[src/rtl/music_seq_ctrl_if.sv]
// Key-scan to playback-sequencer bundle: debounced key pulses and repeat level in,
// ROM address, beat tick and speaker qualifiers out.
// Ports: key_play/key_stop/key_next/key_tempo_up/key_tempo_dn (1-cycle pulses), repeat_en (level)
//        rom_addr[7:0], beat_tick, playing, mute, song_sel, tempo[2:0], song_done (all registered).
// master = key-scan side (drives keys), slave = sequencer (drives playback outputs).
interface music_seq_ctrl_if;
    logic       key_play;
    logic       key_stop;
    logic       key_next;
    logic       key_tempo_up;
    logic       key_tempo_dn;
    logic       repeat_en;
    logic [7:0] rom_addr;
    logic       beat_tick;
    logic       playing;
    logic       mute;
    logic       song_sel;
    logic [2:0] tempo;
    logic       song_done;

    modport master (
        output key_play, key_stop, key_next, key_tempo_up, key_tempo_dn, repeat_en,
        input  rom_addr, beat_tick, playing, mute, song_sel, tempo, song_done
    );

    modport slave (
        input  key_play, key_stop, key_next, key_tempo_up, key_tempo_dn, repeat_en,
        output rom_addr, beat_tick, playing, mute, song_sel, tempo, song_done
    );
endinterface

[src/rtl/music_seq_ctrl.sv]
// Playback sequencer: beat divider with programmable tempo, score ROM address walk,
// play/pause/stop/next-song/repeat control and speaker mute qualifier.
// Latency: a key pulse in cycle n is visible on the registered outputs in cycle n+1; no backpressure.
// Ports: clk, rst (sync, active-high), bus (music_seq_ctrl_if.slave).
// Optional articulation gap: define MUSIC_SEQ_ARTIC_GAP_EN to mute the last GAP_CYC cycles of each beat.
module music_seq_ctrl #(
    parameter int BASE_DIV    = 250000,
    parameter int TEMPO_STEP  = 25000,
    parameter int SONG0_START = 0,
    parameter int SONG0_LEN   = 139,
    parameter int SONG1_START = 139,
    parameter int SONG1_LEN   = 117,
    parameter int GAP_CYC     = 12500
) (
    input  logic              clk,
    input  logic              rst,
    music_seq_ctrl_if.slave   bus
);

    typedef enum logic [1:0] {
        ST_IDLE  = 2'd0,
        ST_PLAY  = 2'd1,
        ST_PAUSE = 2'd2
    } state_t;

    localparam logic [7:0]  S0_FIRST = 8'(SONG0_START);
    localparam logic [7:0]  S0_LAST  = 8'(SONG0_START + SONG0_LEN - 1);
    localparam logic [7:0]  S1_FIRST = 8'(SONG1_START);
    localparam logic [7:0]  S1_LAST  = 8'(SONG1_START + SONG1_LEN - 1);
    localparam logic [19:0] BASE_P   = 20'(BASE_DIV);
    localparam logic [19:0] STEP_P   = 20'(TEMPO_STEP);

    // Elaboration-time guard: the gap must fit inside the shortest beat.
    if (GAP_CYC >= BASE_DIV - 7 * TEMPO_STEP) begin : g_bad_gap
        $error("music_seq_ctrl: GAP_CYC must be shorter than the fastest beat period");
    end

`ifdef MUSIC_SEQ_ARTIC_GAP_EN
    localparam logic [19:0] GAP_P = 20'(GAP_CYC);
`endif

    state_t      state_q,     state_d;
    logic        song_sel_q,  song_sel_d;
    logic [2:0]  tempo_q,     tempo_d;
    logic [7:0]  rom_addr_q,  rom_addr_d;
    logic [19:0] cnt_q,       cnt_d;
    logic [19:0] period_q,    period_d;
    logic        beat_tick_q, beat_tick_d;
    logic        song_done_q, song_done_d;
    logic        playing_q,   playing_d;
    logic        mute_q,      mute_d;

    logic [7:0]  cur_first;
    logic [7:0]  cur_last;
    logic [7:0]  oth_first;
    logic [19:0] tempo_period;
    logic        beat_end;

    always_comb begin
        cur_first    = song_sel_q ? S1_FIRST : S0_FIRST;
        cur_last     = song_sel_q ? S1_LAST  : S0_LAST;
        oth_first    = song_sel_q ? S0_FIRST : S1_FIRST;
        // Period for the tempo currently held; only copied into period_q at latch points.
        tempo_period = BASE_P - (20'(tempo_q) * STEP_P);
        beat_end     = (cnt_q == (period_q - 20'd1));

        state_d     = state_q;
        song_sel_d  = song_sel_q;
        tempo_d     = tempo_q;
        rom_addr_d  = rom_addr_q;
        cnt_d       = cnt_q;
        period_d    = period_q;
        beat_tick_d = 1'b0;
        song_done_d = 1'b0;

        // Tempo keys act in every state; both together cancel.
        if (bus.key_tempo_up && !bus.key_tempo_dn && (tempo_q != 3'd7)) begin
            tempo_d = tempo_q + 3'd1;
        end else if (bus.key_tempo_dn && !bus.key_tempo_up && (tempo_q != 3'd0)) begin
            tempo_d = tempo_q - 3'd1;
        end

        // stop > next > play; a stop or next also swallows a coincident beat boundary.
        if (bus.key_stop) begin
            state_d    = ST_IDLE;
            rom_addr_d = cur_first;
            cnt_d      = '0;
        end else if (bus.key_next) begin
            song_sel_d = ~song_sel_q;
            rom_addr_d = oth_first;
            cnt_d      = '0;
            if (state_q == ST_PLAY) begin
                period_d = tempo_period;
            end
        end else begin
            case (state_q)
                ST_IDLE: begin
                    if (bus.key_play) begin
                        state_d  = ST_PLAY;
                        cnt_d    = '0;
                        period_d = tempo_period;
                    end
                end
                ST_PLAY: begin
                    if (beat_end) begin
                        cnt_d       = '0;
                        beat_tick_d = 1'b1;
                        period_d    = tempo_period;
                        if (rom_addr_q != cur_last) begin
                            rom_addr_d = rom_addr_q + 8'd1;
                        end else begin
                            rom_addr_d = cur_first;
                            if (!bus.repeat_en) begin
                                song_done_d = 1'b1;
                                state_d     = ST_IDLE;
                            end
                        end
                    end else begin
                        cnt_d = cnt_q + 20'd1;
                    end
                    // Pause still lets a coincident beat advance; if the song just
                    // ended the sequencer parks in IDLE and the play press is dropped.
                    if (bus.key_play && !song_done_d) begin
                        state_d = ST_PAUSE;
                    end
                end
                ST_PAUSE: begin
                    if (bus.key_play) begin
                        state_d = ST_PLAY;
                    end
                end
                default: begin
                    state_d = ST_IDLE;
                end
            endcase
        end

        playing_d = (state_d == ST_PLAY);
`ifdef MUSIC_SEQ_ARTIC_GAP_EN
        // Computed from next-cycle count/period so the registered mute lines up with cnt_q.
        mute_d = !playing_d || (cnt_d >= (period_d - GAP_P));
`else
        mute_d = !playing_d;
`endif
    end

    always_ff @(posedge clk) begin
        if (rst) begin
            state_q     <= ST_IDLE;
            song_sel_q  <= 1'b0;
            tempo_q     <= 3'd0;
            rom_addr_q  <= S0_FIRST;
            cnt_q       <= '0;
            period_q    <= BASE_P;
            beat_tick_q <= 1'b0;
            song_done_q <= 1'b0;
            playing_q   <= 1'b0;
            mute_q      <= 1'b1;
        end else begin
            state_q     <= state_d;
            song_sel_q  <= song_sel_d;
            tempo_q     <= tempo_d;
            rom_addr_q  <= rom_addr_d;
            cnt_q       <= cnt_d;
            period_q    <= period_d;
            beat_tick_q <= beat_tick_d;
            song_done_q <= song_done_d;
            playing_q   <= playing_d;
            mute_q      <= mute_d;
        end
    end

    assign bus.rom_addr  = rom_addr_q;
    assign bus.beat_tick = beat_tick_q;
    assign bus.playing   = playing_q;
    assign bus.mute      = mute_q;
    assign bus.song_sel  = song_sel_q;
    assign bus.tempo     = tempo_q;
    assign bus.song_done = song_done_q;

endmodule

[src/flat_wrapper.sv]
// flat-port wrapper written by rule: the top's interface ports become plain ports
module music_seq_ctrl_flat 
#(
    parameter int BASE_DIV    = 250000,
    parameter int TEMPO_STEP  = 25000,
    parameter int SONG0_START = 0,
    parameter int SONG0_LEN   = 139,
    parameter int SONG1_START = 139,
    parameter int SONG1_LEN   = 117,
    parameter int GAP_CYC     = 12500
)
  (clk, rst, bus_key_play, bus_key_stop, bus_key_next, bus_key_tempo_up, bus_key_tempo_dn, bus_repeat_en, bus_rom_addr, bus_beat_tick, bus_playing, bus_mute, bus_song_sel, bus_tempo, bus_song_done);
  music_seq_ctrl_if bus_i ();
  input  logic clk;
  input  logic rst;
  input wire logic [$bits(bus_i.key_play)-1:0] bus_key_play;
  input wire logic [$bits(bus_i.key_stop)-1:0] bus_key_stop;
  input wire logic [$bits(bus_i.key_next)-1:0] bus_key_next;
  input wire logic [$bits(bus_i.key_tempo_up)-1:0] bus_key_tempo_up;
  input wire logic [$bits(bus_i.key_tempo_dn)-1:0] bus_key_tempo_dn;
  input wire logic [$bits(bus_i.repeat_en)-1:0] bus_repeat_en;
  output wire logic [$bits(bus_i.rom_addr)-1:0] bus_rom_addr;
  output wire logic [$bits(bus_i.beat_tick)-1:0] bus_beat_tick;
  output wire logic [$bits(bus_i.playing)-1:0] bus_playing;
  output wire logic [$bits(bus_i.mute)-1:0] bus_mute;
  output wire logic [$bits(bus_i.song_sel)-1:0] bus_song_sel;
  output wire logic [$bits(bus_i.tempo)-1:0] bus_tempo;
  output wire logic [$bits(bus_i.song_done)-1:0] bus_song_done;
  assign bus_i.key_play = bus_key_play;
  assign bus_i.key_stop = bus_key_stop;
  assign bus_i.key_next = bus_key_next;
  assign bus_i.key_tempo_up = bus_key_tempo_up;
  assign bus_i.key_tempo_dn = bus_key_tempo_dn;
  assign bus_i.repeat_en = bus_repeat_en;
  assign bus_rom_addr = bus_i.rom_addr;
  assign bus_beat_tick = bus_i.beat_tick;
  assign bus_playing = bus_i.playing;
  assign bus_mute = bus_i.mute;
  assign bus_song_sel = bus_i.song_sel;
  assign bus_tempo = bus_i.tempo;
  assign bus_song_done = bus_i.song_done;
  music_seq_ctrl #(.BASE_DIV(BASE_DIV), .TEMPO_STEP(TEMPO_STEP), .SONG0_START(SONG0_START), .SONG0_LEN(SONG0_LEN), .SONG1_START(SONG1_START), .SONG1_LEN(SONG1_LEN), .GAP_CYC(GAP_CYC)) u_core (.clk(clk), .rst(rst), .bus(bus_i));
endmodule
[config.mk]
export PLATFORM = sky130hd
export DESIGN_NAME = music_seq_ctrl_flat
export DESIGN_NICKNAME = d
export VERILOG_FILES = /design/src/rtl/music_seq_ctrl_if.sv /design/src/rtl/music_seq_ctrl.sv /design/src/flat_wrapper.sv
export SDC_FILE = /design/constraint.sdc
export NUM_CORES = 1
export LEC_CHECK = 0
export CORE_ASPECT_RATIO = 1.75
export CORE_MARGIN = 2
export CORE_UTILIZATION = 24
export DETAILED_ROUTE_END_ITERATION = 10
export HOLD_SLACK_MARGIN = 0.05
export RECOVER_POWER = 25
export SYNTH_ARGS = -nofsm -noshare
export SYNTH_HDL_FRONTEND = slang
export SYNTH_SLANG_ARGS = --single-unit
[constraint.sdc]
create_clock -name clk -period 4.4 [get_ports clk]
set_clock_uncertainty 0.15 [all_clocks]
set_input_delay 0.66 -clock clk [delete_from_list [all_inputs] [get_ports clk]]
set_output_delay 0.66 -clock clk [all_outputs]
set_load 0.02 [all_outputs]
==> run_results.csv, run 1 <==
group,metric,value,unit
outcome,status,"finished clean",
timing,slew_violations,0,
synth,syn_area,3630,µm²
detailed_routing,first_pass_iters,4,
timing,rsz0062_at_grt,"no",
timing,setup-violations-final,0,
detailed_routing,drc,0,
pwr,seqPwrFrac,42.8,%
clock_network,cts_resized,0,
setup_path,required,4470,ps
cells_and_area,area_delta_synth_final,15.17,%
clock_network,clk_latency,290,ps
setup_path,crit_start,"u_core.period_q[13]",
clock_network,postCtsSetupBuffers,0,
placed_design,gp_congestion,0.8378,
synth,yosysWarnings,0,
setup_path,critPathArrivalTime,3760,ps
pwr,combPwrFrac,26.8,%
timing,relSlewSlack,44.56,%
timing,finalCritPeriodShare,83.81,%
synth,synth_nets,469,
detailed_routing,wirelength,9.716,mm
clock_network,cts-hold-fix-buffers,0,
die,io_pins,24,
setup_path,crit_type,"reg2reg",
grt,grt.overflow.total,0,
min_path,hold_class,"reg2reg",
pwr,power_density,300.8,nW/µm²
pwr,clkPwrFrac,30.4,%
cells_and_area,multiInputGateArea,2430,µm²
clock_network,htree_levels,2,
pwr,swShare,31.82,%
setup_path,setup.worst_path.end,"u_core.bus.rom_addr[6]",
setup_path,r2r_start,"u_core.period_q[13]",
clock_network,cts_buffers,5,
synth,ys_seq_area_share,29.23,%
pwr,peakVddDrop,0.2088,mV
setup_path,worstPathMaxFanout,9,
pwr,intPower,0.0008573,W
detailed_routing,final_antenna_net_count,0,
die,dieArea,16160,µm²
timing,worst_slack,712.4,ps
timing,finalHoldViolCount,0,
detailed_routing,wl_per_cell,15.04,µm
detailed_routing,route.vias.total,3366,
setup_path,rr_endpoint,"u_core.bus.rom_addr[6]",
grt,grt_max_degree,33,
grt,grt_pass1_wl,15.61,mm
clock_network,cts_tree,"built",
synth,synth_cell_type_count,65,
cells_and_area,final_common_cell,"dfxtp_1",
timing,period_needed,3688,ps
synth,syn_area_per_cell,8.157,µm²
clock_network,cts_num_sinks,53,
die,die_y,166.7,µm
cells_and_area,final_layout_size_suffix_gt1_share,7.127,%
timing,hold_slack,379.2,ps
cells_and_area,fillCellCount,1577,
placed_design,dp_slack,725.2,ps
setup_path,crit_path_end_kind,"register",
min_path,hold_start,"u_core.cnt_q[16]",
placed_design,post-dp-hpwl,7.732,mm
setup_path,worstRegToRegCells,10,
cells_and_area,antennaDiodeCount,0,
timing,worstMarginPinSlew,824.0,ps
grt,groute.usage.overall,11.69,%
detailed_routing,routed_via_density,5.211,
synth,async_flop_share,0,%
clock_network,root_buffer,"clkbuf_16",
setup_path,crit_slowest_cell,"or4_1",
cells_and_area,regArea,1061,µm²
grt,antenna_found_initial,0,
pwr,p_sw,0.0004001,W
grt,grt_pass1_vias,3288,
synth,synth.ff_latch_count,53,
die,initial_core_util,24.46,%
pwr,p_leak,1.455,nW
die,core-area,14840,µm²
placed_design,portBuffers,23,
cells_and_area,mostFrequentLayoutCells,"dfxtp_1, a21oi_1, nor2_1, o21ai_0, xnor2_1",
timing,max_freq,271.2,MHz
timing,final.setup.tns,0,ps
clock_network,path_clk_slew,70,ps
synth,syn_inst,445,
die,die_x,96.97,µm
die,rows,59,
setup_path,regToRegSetupSlack,710,ps
cells_and_area,final_cell_area,4180,µm²
detailed_routing,dr.first_iter.drc_count,184,
job,drv_cap,0,
synth,synth-edff-count,0,
placed_design,placed_area,4044,µm²
setup_path,start_kind,"register",
clock_network,clk_path_buf_depth,2,
setup_path,crit_path_max_incr_delay,590,ps
synth,synth-main-ff-cell,"dfxtp_1",
setup_path,path_cells,"inv_1, ha_1, or3b_1, or3_1, o22ai_2, o21ai_1, nor4_1, nand3_1, or4_1, a21oi_1",
cells_and_area,nets,486,
## through the flow
step	instances	util [%]	power (W)
2_1_floorplan	445	-	0.0007903
3_3_place_gp	638	27.25	0.0008806
4_1_cts	646	28.17	0.001274
3_5_place_dp	638	27.25	0.0008881
6_report	646	28.17	0.001257
5_1_grt	646	28.17	0.001317
## worst max-delay path: cells and delay by family, from the launching register on
| family | cells | cell delay, ps |
|---|---|---|
| AO/OA/AOI/OAI | 3 | 420 |
| adder cells (fa/ha/maj) | 1 | 210 |
| buffers and inverters | 1 | 130 |
| flip-flops | 1 | 410 |
| AND/OR/NAND/NOR | 5 | 2290 |
## flip-flops by register name (all words and copies together) (netlist names)
register / cells
u_core.period_q: 15
u_core.bus.tempo: 3
u_core.bus.mute: 1
u_core.bus.playing: 1
u_core.bus.song_sel: 1
u_core.state_q: 2
u_core.bus.rom_addr: 8
u_core.bus.song_done: 1
u_core.cnt_q: 20
u_core.bus.beat_tick: 1
## layout make-up
cell class,count,share of cell area (%)
multi-input combinational,358,58.13
sequential,53,25.38
timing repair buffer,27,6.226
tap,183,5.477
clock buffer,8,3.263
inverter,17,1.526
## cells by family after synthesis
logic type / count (synthesis) / share of synthesized area (%)
buffers and inverters: 34 / 4.171
and+or+nand+nor: 167 / 26.34
DFF: 53 / 29.23
muxes: 9 / 2.516
adders and majority gates: 16 / 5.722
AOI/OAI and AO/OA: 124 / 21.89
xor gates and xnor gates: 42 / 10.13
## routing by layer
layer / GRT usage [%] / vias up / share of wire, %
met5: 0 / - / 0
met4: 6.307 / 0 / 4.5
met3: 1.175 / 26 / 1.6
met2: 23.70 / 52 / 57
met1: 11.14 / 1623 / 37
li1: - / 1665 / -
## synthesized netlist by cell type, drive strengths merged, types with 6 or more instances
cell    count  area share, %
buf         8            1.5
nand2b     14            2.4
dfxtp      53             29
nand2      15            1.6
or3         7            1.4
a211oi     13            2.7
or2         6            1.0
xnor2      30            7.2
xor2       12            2.9
inv        17            1.8
a22o        9            2.2
nor2       35            3.7
nor3       12            1.8
nand3      26            3.6
ha         15            5.2
and3       12            2.1
a21oi      38            5.2
a31oi      14            2.4
clkbuf      9           0.93
o21ai      31            4.3
nor4        9            2.1
mux2i       8            2.2
## power by group through the flow
stage	combinational, W	clock (W)	sequential (W)
after global placement	0.000332	0	0.000548
after floorplan	0.000244	0	0.000546
after detailed placement	0.000339	0	0.000549
final	0.000337	0.000382	0.000538
after CTS	0.000341	0.000394	0.000538
after global routing	0.000368	0.000406	0.000543
## worst min path at each step
stage,endpoint,cells past startpoint
final,u_core.cnt_q[16],1
after global routing,u_core.cnt_q[17],1
after global placement,u_core.cnt_q[16],1
after CTS,u_core.cnt_q[2],1
after detailed placement,u_core.cnt_q[2],1
after floorplan,u_core.cnt_q[14],1
Note: power is estimated with default switching activity, not from simulation.
==> run 2: changes to the inputs <==
==> constraint.sdc (replaced) <==
create_clock -name clk -period 3.38 [get_ports clk]
set_clock_uncertainty 0.15 [all_clocks]
set_input_delay 0.507 -clock clk [delete_from_list [all_inputs] [get_ports clk]]
set_output_delay 0.507 -clock clk [all_outputs]
set_load 0.02 [all_outputs]
==> run_results.csv, run 2 (same netlist as run 1, synthesis figures left out) <==
group,metric,value,unit
die,io_pins,24,
timing,worstMarginPinSlew,799.7,ps
placed_design,gp_congestion,0.9368,
setup_path,required,3450,ps
cells_and_area,largest_register_ffs,20,
cells_and_area,mostFrequentLayoutCells,"dfxtp_1, a21oi_1, nor2_1, o21ai_0, xnor2_1",
clock_network,root_buffer,"clkbuf_16",
setup_path,path_cells,"inv_1, ha_2, or3b_4, or3_1, o22ai_2, o21ai_1, or2_2, o41a_1, or4_1, o21ai_0",
detailed_routing,route.layer.met1.wl,3.461,mm
cells_and_area,nets,503,
cells_and_area,largest-register,"u_core.cnt_q",
cells_and_area,fin_cells,662,
grt,antenna_found_initial,0,
placed_design,post-dp-hpwl,7.890,mm
pwr,swShare,31.44,%
timing,final.setup.tns,0,ps
pwr,clkPwrFrac,31.0,%
placed_design,placed_area,4169,µm²
grt,grt_max_degree,33,
detailed_routing,first_pass_iters,4,
cells_and_area,antennaDiodeCount,0,
setup_path,crit_path_max_incr_delay,500,ps
setup_path,critPathArrivalTime,3350,ps
grt,grt_pass1_wl,15.97,mm
timing,period_needed,3278,ps
timing,relSlewSlack,46.49,%
detailed_routing,routed-wl-met3,186,µm
detailed_routing,final_antenna_net_count,0,
placed_design,dp.cells,653,
pwr,p_leak,1.546,nW
detailed_routing,wl_met2,5.831,mm
die,rows,59,
detailed_routing,wirelength,9.896,mm
detailed_routing,highest_layer,"met4",
pwr,seqPwrFrac,41.3,%
die,die_y,166.7,µm
grt,grt.overflow.total,0,
setup_path,worstPathMaxFanout,5,
clock_network,clk_latency,300,ps
clock_network,cts-hold-fix-buffers,0,
cells_and_area,final_cell_area,4377,µm²
placed_design,portBuffers,23,
job,drv_cap,0,
timing,slew_violations,0,
detailed_routing,routed_via_density,5.154,
timing,max_freq,305.1,MHz
outcome,status,"finished clean",
clock_network,cts_tree,"built",
grt,groute.usage.overall,12.03,%
die,dieArea,16160,µm²
clock_network,clk_path_buf_depth,2,
pwr,power_density,383.5,nW/µm²
pwr,peakVddDrop,0.2178,mV
die,initial_core_util,24.46,%
pwr,p_total,0.001678,W
clock_network,cts_num_sinks,53,
cells_and_area,final_common_cell,"dfxtp_1",
pwr,p_sw,0.0005277,W
pwr,intPower,0.001151,W
setup_path,start_kind,"register",
clock_network,path_clk_slew,70,ps
die,die_x,96.97,µm
grt,grt_pass1_vias,3343,
timing,finalHoldViolCount,0,
detailed_routing,route.vias.total,3412,
timing,finalCritPeriodShare,96.97,%
die,core-area,14840,µm²
min_path,hold_class,"reg2reg",
detailed_routing,wl_per_cell,14.95,µm
pwr,combPwrFrac,27.7,%
setup_path,crit_type,"reg2reg",
detailed_routing,dr.first_iter.drc_count,205,
timing,setup-violations-final,0,
clock_network,htree_levels,2,
setup_path,crit_slowest_cell,"o41a_1",
clock_network,cts_buffers,5,
cells_and_area,area_delta_synth_final,20.58,%
cells_and_area,utilization,29.50,%
detailed_routing,drc,0,
setup_path,crit_path_end_kind,"register",
cells_and_area,final_layout_size_suffix_gt1_share,12.32,%
run 2: through the flow:
step	hold WS, ps	setup slack [ps]
after floorplan	315.9	91.82
after global placement	352.8	166.3
after detailed placement	369.2	128.7
after CTS	384.1	100.9
after global routing	410.1	-3.954
final	380.1	102.3
run 2: worst max-delay path: cells and delay by family, from the launching register on:
| family | cells | cell delay, ps |
|---|---|---|
| AOI/OAI and AO/OA | 4 | 800 |
| buffers and inverters | 1 | 70 |
| and+or+nand+nor | 4 | 1620 |
| DFF | 1 | 340 |
| adders and majority gates | 1 | 200 |
run 2: metal layers:
| layer | vias up | track usage, % |
|---|---|---|
| met5 | - | 0 |
| met4 | 0 | 6.736 |
| met3 | 22 | 1.385 |
| met2 | 59 | 24.67 |
| met1 | 1637 | 11.02 |
| li1 | 1694 | - |
run 2: cell type report:
| cell class | instances | area, µm² |
|---|---|---|
| inverters | 17 | 63.81 |
| clock buffers | 7 | 142.6 |
| repair buffers | 44 | 400.4 |
| multi-input cells | 358 | 2479 |
| fillers | 1545 | 10460 |
| flip-flops and latches | 53 | 1062 |
| well taps | 183 | 229.0 |
run 2: path summary, 6_finish.rpt:
kind	start	to	slack, ps	depth (start not counted)
max	u_core.period_q[4]	u_core.period_q[8]	100	10
min	u_core.cnt_q[2]	u_core.cnt_q[2]	380	1
max reg2reg	u_core.period_q[4]	u_core.period_q[8]	100	10
min reg2reg	u_core.cnt_q[2]	u_core.cnt_q[2]	380	1
run 2: power by group through the flow:
stage          sequential [W]  combinational [W]  clock (W)
6_report             0.000693           0.000465   0.000520
5_1_grt              0.000697           0.000513   0.000548
4_1_cts              0.000692           0.000463   0.000531
3_5_place_dp         0.000706           0.000461          0
3_3_place_gp         0.000705           0.000452          0
2_1_floorplan        0.000711           0.000318          0
run 2: repair_timing:
action | CTS | global route
setup endpoints to repair | 0 | 15
endpoints found under the hold margin | 0 | 0
resized for setup | 0 | 11
buffers inserted | 0 | 2
==> RTL change 1: new RTL, config.mk and constraints of run 2 <==
The 3 states of `state_t` get a one-hot encoding in 3 bits.
--- a/src/rtl/music_seq_ctrl.sv
+++ b/src/rtl/music_seq_ctrl.sv
@@ -17,10 +17,10 @@
     music_seq_ctrl_if.slave   bus
 );
 
-    typedef enum logic [1:0] {
-        ST_IDLE  = 2'd0,
-        ST_PLAY  = 2'd1,
-        ST_PAUSE = 2'd2
+    typedef enum logic [2:0] {
+        ST_IDLE  = 3'b001,
+        ST_PLAY  = 3'b010,
+        ST_PAUSE = 3'b100
     } state_t;
 
     localparam logic [7:0]  S0_FIRST = 8'(SONG0_START);
Behaviour: no difference found for any inputs over 10 cycles, from zero or initial values and one cycle with rst high; not proved beyond that.
==> RTL change 1 against run 2 <==
Combinational power grew 8.4%. Synthesized cell count grew 11%. Sequential share of layout area shrank 2.9 points. Wire length is 15% higher. Cell area is 17% higher. Hold slack got worse by 14 ps. Total power is 6.4% higher. Sequential cell count increased by 1. Non-clock buffer count grew 43. Count of clock-buffer cells in the layout did not move. Synthesized area increased by 9.3%. Worst setup slack lost 57 ps. Critical path type unchanged.
==> RTL change 1: results (changes against run 2) <==
synthesis:
  syn_nets: 520  # +11%
  seq_area_frac_synth: 0.272  # -0.0198
  synth_common_cells: "nor2_1, dfxtp_1, nand2_1"
  yosysUniqueCellTypes: 66  # +1.5%
  async_flop_share: 0  # unchanged
  synthTopCellsByArea: "dfxtp_1, xnor2_1, nor2_1"
  synth_warnings: 0  # unchanged
status:
  status: "finished, final reports clean"
global_routing:
  antenna_found_initial: 0  # unchanged
  gr-usage-all-layers: 0.127  # +0.00661
  grt_pass1_wl_mm: 18.2  # +14%
  grt_overflow: 0  # unchanged
  grt_pass1_vias: 3735  # +12%
  grt_max_degree: 42  # +27%
placed_design:
  dp_hpwl_mm: 8.52  # +8.0%
  io_buffers: 23  # unchanged
  gp_congestion: 0.934  # -0.29%
  pre_cts_ws_ps: -125  # -254 ps
finish:
  top_register: "u_core.cnt_q"
  fin_nets: 583  # +16%
  drive_gt1_frac: 0.193  # +0.0697
  n_fill_cell: 1718  # +11%
  antenna_cells: 0  # unchanged
  largest_reg_flops: 20  # unchanged
power_and_ir_drop:
  vdd_ir_drop_max_mv: 0.243  # +12%
  p_leak_uw: 0.00202  # +30%
detailed_routing:
  viasPerCell: 5.14  # -0.20%
  firstDrtPassIters: 4  # unchanged
  drtIter0Drc: 210  # +2.4%
  drcViolationCount: 0  # unchanged
  wl_per_cell_um: 15.1  # +1.1%
worst_setup_path:
  reg2reg_from: "u_core.period_q[13]$_SDFFE_PP0P_"
  slowest_delay_ps: 550  # +50 ps
  crit_end: "u_core.period_q[18]$_SDFFE_PP0P_"
  setup.worst_path.start_class: "flop"
  cp.arrival_ps: 3370  # +20 ps
  critPathSlowestCell: "or4b_4"
  path_max_fanout: 5  # unchanged
  r2r_setup_slack_ps: 50  # -60 ps
  worst_r2r_path_depth: 10  # unchanged
clock_network:
  h-tree-depth: 2  # unchanged
  clockBufferDepth: 2  # unchanged
  numCtsBuffers: 5  # unchanged
  clk_pin_slew_ps: 70  # about the same
  insertion_delay_ps: 300  # about the same
  cts-root-buf: "clkbuf_16"
min_path:
  hold_path_startpoint: "u_core.cnt_q[9]$_SDFFE_PP0P_"
  worstHoldPathType: "reg -> reg"
sta:
  fin_crit_ps: 3330  # +56.9 ps
  max-slew-margin-rel: 0.653  # +0.188
## RTL change 1: what timing repair did
action	CTS	global route
endpoints found under the hold margin	0	0
endpoints found under the setup margin	23	32
pin swaps	0	9
gates resized for setup	9	21
cloned	0	2
buffers inserted	0	7
## RTL change 1: area by class of cell
type                    instances  area, um^2  share of cell area
repair buffers                 87         748               0.146
inverters                      15        58.8              0.0115
flip-flops and latches         54        1090               0.213
multi-input cells             396        2810               0.550
well taps                     192         240              0.0470
clock buffers                   7         133              0.0259
clock inverters                 1        30.0             0.00588
## RTL change 1: kinds of logic after synthesis
kind of cell	count (synthesis)	synth area share
flops	54	0.272
buf+inv	47	0.0536
fa+ha+maj	16	0.0523
compound gates	102	0.181
simple gates	213	0.289
mux	24	0.0634
xor+xnor	40	0.0883
## RTL change 1: critical path, delay by kind of cell, from the launching register on
family / cells / cell delay, ps
simple gates: 4 / 1400
fa+ha+maj: 1 / 160
compound gates: 3 / 770
mux: 1 / 300
buf+inv: 1 / 40
flops: 1 / 370
## RTL change 1: where the power goes
part	total (uW)	internal, uW	switching [uW]
sequential	687	656	31.2
combinational	504	229	275
clock	595	351	243
## RTL change 1: worst min path at each step
stage / slack (ps) / endpoint / cells after the start
2_1_floorplan: 320 / u_core.cnt_q[9]$_SDFFE_PP0P_ / 1
3_3_place_gp: 330 / u_core.cnt_q[9]$_SDFFE_PP0P_ / 1
3_5_place_dp: 340 / u_core.cnt_q[9]$_SDFFE_PP0P_ / 1
4_1_cts: 360 / u_core.cnt_q[9]$_SDFFE_PP0P_ / 1
5_1_grt: 410 / u_core.cnt_q[9]$_SDFFE_PP0P_ / 1
6_report: 370 / u_core.cnt_q[9]$_SDFFE_PP0P_ / 1
## RTL change 1: routing by layer
metal | part of all wire | GRT usage | vias up | wire [um]
met2 | 0.58 | 0.256 | 70 | 6610
li1 | - | - | 1937 | -
met1 | 0.36 | 0.123 | 1840 | 4130
met4 | 0.032 | 0.0574 | 0 | 367
met3 | 0.022 | 0.0133 | 21 | 248
met5 | 0 | 0 | - | 0
## RTL change 1: stage by stage
step	TNS, ps	power, uW	hold WS, ps	cells	instance area, um^2
after floorplan	-90.1	1040	315	496	4020
after global placement	-1530	1190	332	735	4740
after detailed placement	-1930	1190	342	735	4740
after CTS	0	1800	360	743	4940
after global routing	-440	1880	414	752	5110
final	0	1790	367	752	5110
==> RTL change 2: new RTL, settings of run 2 <==
Without the edit above. The option `MUSIC_SEQ_ARTIC_GAP_EN` is turned on by a define.
--- a/src/rtl/music_seq_ctrl.sv
+++ b/src/rtl/music_seq_ctrl.sv
@@ -3,6 +3,8 @@
 // Latency: a key pulse in cycle n is visible on the registered outputs in cycle n+1; no backpressure.
 // Ports: clk, rst (sync, active-high), bus (music_seq_ctrl_if.slave).
 // Optional articulation gap: define MUSIC_SEQ_ARTIC_GAP_EN to mute the last GAP_CYC cycles of each beat.
+`define MUSIC_SEQ_ARTIC_GAP_EN
+
 module music_seq_ctrl #(
     parameter int BASE_DIV    = 250000,
     parameter int TEMPO_STEP  = 25000,
Function: same outputs for any inputs over 10 cycles, from zero or initial values and one cycle with rst high; that may be too few to reach the edited logic, so the function may still have changed.
==> RTL change 2 against run 2 <==
The run now ends with negative setup slack left. Cell area increased by 100%. Critical endpoint is now u_core.bus.mute$_SDFF_PP1_. Sequential cell count grew 5. Wire length rose by 120%. Critical path depth is 11 higher. Total power up 89%. Hold slack worse by 14 ps. Worst setup slack worse by 1600 ps. Largest cell class unchanged. Sequential share of layout area decreased by 11 points. Synthesized area increased by 47%.
==> RTL change 2: results (changes against run 2) <==
finish:
  multi_input_area_um2: 4560  # +84%
  nNonClkBuffers: 271  # +520%
  clk_share: 0.0398  # +0.00725
  fin_nets: 984  # +96%
  non_clock_buffer_area_share: 0.264  # +0.173
  nFlopsAndLatches: 58  # +9.4%
  nMultiInputCombCells: 582  # +63%
sta:
  setup_violations: 22  # +22
  layout_setup_ws_ps: -1510  # -1610 ps
  max-slew-margin-rel: 0.631  # +0.166
detailed_routing:
  firstDrtPassIters: 7  # +3
  viasPerCell: 4.96  # -3.7%
  drtIter0Drc: 364  # +78%
synthesis:
  synth.avg_cell_area_um2: 7.75  # -5.0%
  yosys.area_share.adder: 0.0908  # +0.0335
  synth_common_cells: "nor2_1, dfxtp_1, nand2_1"
  synth_xor_area_frac: 0.0905  # -0.0108
  syn_nets: 733  # +56%
  seq_area_frac_synth: 0.218  # -0.0741
power_and_ir_drop:
  seqPwrFrac: 0.234  # -0.179
  p_leak_uw: 0.00387  # +150%
  p_int_uw: 2120  # +84%
status:
  status: "finished, violations left"
  violations: "negative setup slack"
placed_design:
  place_area_um2: 7530  # +81%
  pre_cts_ws_ps: -1630  # -1760 ps
  gp_congestion: 0.943  # +0.64%
clock_network:
  insertion_delay_ps: 350  # +50 ps
  numCtsBuffers: 9  # +4
  h-tree-depth: 3  # +1
global_routing:
  gr-usage-all-layers: 0.179  # +0.0583
worst_setup_path:
  critPathSlowestCell: "or4_4"
die:
  rows: 72  # +22%
==> RTL change 2: changes by cell type in the layout (fill, tap and decap cells not counted), sizes merged, moves of 10 or more <==
cell and delta:
ha +22, nor2 +38, o21ai +10, nor2b +16, nand2 +35, a21o +15, nor3 +11, buf +226
xor2 +12
==> RTL change 2: timing repair <==
item / CTS / global route
cloned: 0 / 2
resized for setup: 50 / 109
endpoints found under the setup margin: 41 / 44
pin swaps: 19 / 42
setup buffers: 4 / 28
==> RTL change 2: final timing paths <==
path / startpoint / to / slack [ps]
setup / recovery: u_core.period_q[3]$_SDFF_PP0_ / u_core.bus.mute$_SDFF_PP1_ / -1510
hold / removal: u_core.bus.rom_addr[4]$_SDFFE_PP0P_ / u_core.bus.rom_addr[4]$_SDFFE_PP0P_ / 370
setup reg to reg: u_core.period_q[3]$_SDFF_PP0_ / u_core.bus.mute$_SDFF_PP1_ / -1510
hold reg to reg: u_core.bus.rom_addr[4]$_SDFFE_PP0P_ / u_core.bus.rom_addr[4]$_SDFFE_PP0P_ / 370
==> RTL change 2: cells by family after synthesis <==
group | after synthesis
muxes | 17
xor gates and xnor gates | 55
adders and majority gates | 38
buffers and inverters | 47
DFF | 58
and+or+nand+nor | 301
AOI/OAI and AO/OA | 171
==> RTL change 2: routing by layer <==
layer	vias to the layer above	share of wire	track usage
li1	3009	-	-
met3	89	0.028	0.0254
met4	0	0.11	0.165
met2	142	0.52	0.326
met5	-	0	0
met1	2909	0.34	0.162
==> RTL change 2: worst max-delay path: cells and delay by family (launching register included) <==
kind	cells	cell delay (ps)
AND/OR/NAND/NOR	7	2020
XOR/XNOR	1	150
AO/OA/AOI/OAI	7	970
flip-flops	1	340
multiplexers	1	320
adder cells (fa/ha/maj)	1	250
buffers and inverters	4	580
